===== config.mk =====
export PLATFORM = sky130hd
export DESIGN_NAME = pipe_register
export DESIGN_NICKNAME = d
export VERILOG_FILES = /design/src/rtl/pipe_register_pkg.sv /design/src/rtl/pipe_stage.sv /design/src/rtl/pipe_register.sv
export SDC_FILE = /design/constraint.sdc
export NUM_CORES = 1
export LEC_CHECK = 0
export CORE_ASPECT_RATIO = 0.5
export CORE_UTILIZATION = 30
export CTS_CLUSTER_DIAMETER = 100
export DETAILED_ROUTE_END_ITERATION = 6
export DONT_BUFFER_PORTS = 1
export GPL_ROUTABILITY_DRIVEN = 0
export SYNTH_ARGS = -nofsm -noshare
export SYNTH_HDL_FRONTEND = slang
export SYNTH_SLANG_ARGS = --single-unit

===== constraint.sdc =====
create_clock -name clk -period 1.7 [get_ports clk]
set_input_delay 0.17 -clock clk [delete_from_list [all_inputs] [get_ports clk]]
set_output_delay 0.17 -clock clk [all_outputs]
set_load 0.01 [all_outputs]

===== src/rtl/pipe_register_pkg.sv =====
// Shared constants for the pipe_register slice: default sizing and the
// ceiling-log2 helper used to size the occupancy counter.
package pipe_register_pkg;

    localparam int DEFAULT_WIDTH = 32;
    localparam int DEFAULT_DEPTH = 2;

    // Bits needed to represent values 0..value-1; callers pass DEPTH+1 for a 0..DEPTH count.
    function automatic int clog2(input int value);
        int result;
        int rem;
        result = 0;
        rem    = value - 1;
        while (rem > 0) begin
            result = result + 1;
            rem    = rem >> 1;
        end
        return result;
    endfunction

endpackage


===== src/rtl/pipe_stage.sv =====
// One pipeline slot: a data register plus its valid bit.
// clear wins over load so a flush always empties the slot.
module pipe_stage
    import pipe_register_pkg::*;
#(
    parameter int WIDTH = DEFAULT_WIDTH
) (
    input  logic             clk,
    input  logic             rst_n,
    input  logic             load,
    input  logic             clear,
    input  logic [WIDTH-1:0] d,
    output logic [WIDTH-1:0] q,
    output logic             v
);

    // Data only changes on a real load, so an emptied slot keeps its last word.
    always_ff @(posedge clk or negedge rst_n) begin
        if (!rst_n) begin
            q <= '0;
            v <= 1'b0;
        end else if (clear) begin
            v <= 1'b0;
        end else if (load) begin
            q <= d;
            v <= 1'b1;
        end
    end

endmodule


===== src/rtl/pipe_register.sv =====
// Elastic register pipeline with valid/ready handshakes on both sides,
// bubble collapsing, synchronous flush and an occupancy count.
module pipe_register
    import pipe_register_pkg::*;
#(
    parameter  int WIDTH = DEFAULT_WIDTH,
    parameter  int DEPTH = DEFAULT_DEPTH,
    localparam int CW    = clog2(DEPTH + 1)
) (
    input  logic             clk,
    input  logic             rst_n,
    input  logic             in_valid,
    output logic             in_ready,
    input  logic [WIDTH-1:0] in_data,
    output logic             out_valid,
    input  logic             out_ready,
    output logic [WIDTH-1:0] out_data,
    input  logic             flush,
    output logic [CW-1:0]    count
);

    logic [DEPTH-1:0] valid;
    logic [DEPTH-1:0] adv;
    logic [DEPTH-1:0] load;
    logic [DEPTH-1:0] clear;
    logic [WIDTH-1:0] data     [DEPTH];
    logic [WIDTH-1:0] stage_in [DEPTH];

    // Ready chain walks from the output back; a stage may move if any slot below it is free or out_ready pulls.
    always_comb begin
        logic room;
        adv  = '0;
        room = out_ready;
        for (int k = DEPTH - 1; k >= 0; k--) begin
            adv[k] = valid[k] && room;
            room   = room || !valid[k];
        end
    end

    assign in_ready = !flush && (!valid[0] || adv[0]);

    always_comb begin
        load    = '0;
        load[0] = in_valid && in_ready;
        for (int k = 1; k < DEPTH; k++) begin
            load[k] = adv[k-1];
        end
    end

    assign clear = {DEPTH{flush}} | (adv & ~load);

    for (genvar k = 0; k < DEPTH; k++) begin : g_stage
        if (k == 0) begin : g_head
            assign stage_in[k] = in_data;
        end else begin : g_body
            assign stage_in[k] = data[k-1];
        end

        pipe_stage #(.WIDTH(WIDTH)) u_stage (
            .clk   (clk),
            .rst_n (rst_n),
            .load  (load[k]),
            .clear (clear[k]),
            .d     (stage_in[k]),
            .q     (data[k]),
            .v     (valid[k])
        );
    end

    assign out_valid = valid[DEPTH-1];
    assign out_data  = data[DEPTH-1];

    always_comb begin
        count = '0;
        for (int k = 0; k < DEPTH; k++) begin
            count = count + CW'(valid[k]);
        end
    end

endmodule


==> impl_metrics.toml <==
[floorplan]
initial_utilization_pct = 31.97
dieHeight_um = 71.29
die_area_mm2 = 0.01002
fp-row-count = 24
dieWidth_um = 140.6
io_pins = 73
core-area_mm2 = 0.009009

[clocking]
cts.sinks = 66
cts_tree = "yes"
post-cts-setup-buffer-count = 0
root_buffer = "clkbuf_16"
numCtsBuffers = 9
cts_max_level = 3
worstSkewPairLatency_ns = 0.32
cts.path.max_buffers = 2
clkSlewWorstSetupHoldPaths_ns = 0.05

[timing]
fmax_mhz = 604.8
setup_viol = 0
hold_viol = 66
period_needed_ns = 1.653
max-slew-margin-rel_pct = 86.59
tightest_slew_ns = 0.2003
min_period_over_period_pct = 97.26
whs_ns = -0.4561
maxSlewViolCount = 0
rsz0062_at_grt = "yes"
setup_tns_ns = 0
skew_ns = 0.003821

[status]
violations = "negative hold slack"
run_status = "finished, violations left"

[synth]
muxShareOfSynthArea_pct = 28.93
synth_compound_area_share_pct = 0
ys_seq_area_share_pct = 57.34
synth-xor-area-share_pct = 0
netlist.top_cell.by_area = "dfrtp_1"
synth-simple-area-share_pct = 1.955
syn_area_mm2 = 0.002880
synth_top_area_share_pct = 57.34
synth_fp_nets = 217
synth_top_family_by_area = "multiplexers"
synthTopCellsByArea = "dfrtp_1 (57%), mux2_4 (16%), mux2_2 (13%)"
synth_adder_area_share_pct = 0.4344
syn_inst = 179
synth-seq-cells = 66
synth_cell_types = 13
syn_avg_cell_area_um2 = 16.09
ys_warn_count = 0

[drt]
drcViolationCount = 0
wl_met2_mm = 2.507
wl_met3_um = 231
avgRoutedWirePerCell_um = 15.79
drt_iter0_drc = 58
ant_nets = 0
top_layer = "met4"
vias_per_cell = 4.265
totalWireLength_mm = 4.941
firstDrtPassIters = 2
vias = 1335
wl_met1_mm = 2.136

[critical_path]
start_kind = "flop"
rr_worst_depth = 5
crit_required_ns = 1.90
critical_path_class = "flop to flop"
end_kind = "flop"
path_max_fanout = 32
worstPathArrival_ns = 1.86
r2r_slack_ns = 0.05

[placement]
hpwlAfterDp_mm = 3.108
port_buffers = 0
placed_cells = 262
placed_cell_area_mm2 = 0.002769

[power_and_ir_drop]
ir_worst_vdd_uv = 520.5
p_leak_nw = 1.558
p_total_mw = 4.633
power.density_mw_per_mm2 = 1347

[cells_and_area]
final_layout_size_suffix_gt1_share_pct = 43.88
areaGrowthSynthToFinish_pct = 19.46
post-route-util_pct = 38.19
layout.cells.non_filler = 313
fillers = 846
design_area_mm2 = 0.003441
final_cell_mix = "dfrtp_1 (66), dlygate4sd3_1 (34), mux2_2 (33)"
nNetsFinal = 229
num_antenna_cells = 0
final_common_cell = "dfrtp_1"

[min_path]
hold_class = "input pin to asynchronous set/reset pin"

[grt]
grt_pass1_wl_mm = 8.355
grt_pass1_vias = 1501
antenna_found_initial = 0
grt_max_degree = 67
grt_use_total_pct = 11.34
grt_remaining_overflow = 0

[flow_run]
max-cap-violations = 0
report_power, final:
| part | total [mW] | switching (mW) | internal [mW] |
|---|---|---|---|
| clock network | 1.80 | 0.626 | 1.17 |
| registers | 2.27 | 0.343 | 1.92 |
| logic | 0.565 | 0.151 | 0.414 |
path summary, 6_finish.rpt:
check	startpoint	endpoint
max	g_stage[1].u_stage.v	g_stage[1].u_stage.q[14]
min	rst_n	g_stage[1].u_stage.q[5]
max reg2reg	g_stage[1].u_stage.v	g_stage[1].u_stage.q[14]
min reg2reg	g_stage[0].u_stage.q[4]	g_stage[0].u_stage.q[4]
max in group asynchronous	rst_n	g_stage[1].u_stage.q[9]
min in group clk	out_ready	g_stage[1].u_stage.v
stage by stage:
stage	setup WS, ns	hold WS (ns)
after floorplan	0.04385	-0.1256
after global placement	0.02121	-0.1244
after detailed placement	-0.02414	-0.1248
after CTS	0.03019	-0.4718
after global routing	-0.03967	-0.4796
final	0.04653	-0.4561
state kept, by name (all words and copies together), names as in the netlist:
signal	cells
g_stage.u_stage.q	64
g_stage.u_stage.v	2
cells in the mapped netlist:
cell and count:
dfrtp_1 66, mux2_2 34, buf_4 32, nor2_1 5, and3b_1 1, buf_12 3, or3b_1 1, nor3b_2 1
mux2_4 30, buf_2 3, buf_6 1, ha_1 1, and2b_1 1
routing by layer:
| metal | global-route usage [%] | vias to the layer above |
|---|---|---|
| li1 | - | 607 |
| met1 | 13.73 | 693 |
| met2 | 18.50 | 28 |
| met3 | 4.479 | 7 |
| met4 | 4.348 | 0 |
| met5 | 0 | - |
area by class of cell:
type	instances	area, µm²	share of cell area [%]
Multi-Input combinational cell	74	914.6	26.58
Tap cell	117	146.4	4.255
Sequential cell	66	1652	48.00
Clock buffer	12	246.5	7.164
Clock inverter	4	51.30	1.491
Timing Repair Buffer	40	430.4	12.51
critical path, stage by stage (launching register included):
cell,delay (ns)
dfrtp_1,0.37
buf_4,0.15
and2b_1,0.19
nor3b_4,0.21
buf_12,0.24
mux2_2,0.37
kinds of logic (layout without fill, tap and decap cells):
logic type | after synthesis | count (layout)
adders and majority gates | 1 | 1
buffers and inverters | 39 | 56
DFF | 66 | 66
muxes | 64 | 64
and+or+nand+nor | 9 | 9
timing repair:
| action | CTS | global route |
|---|---|---|
| gates cloned | 1 | 0 |
| setup endpoints to repair | 31 | 32 |
| hold endpoints to repair | 99 | 67 |
| resized for setup | 2 | 1 |
| pin swaps | 0 | 0 |
| hold buffers | 33 | 1 |
Note: power is estimated with default switching activity, not from simulation.
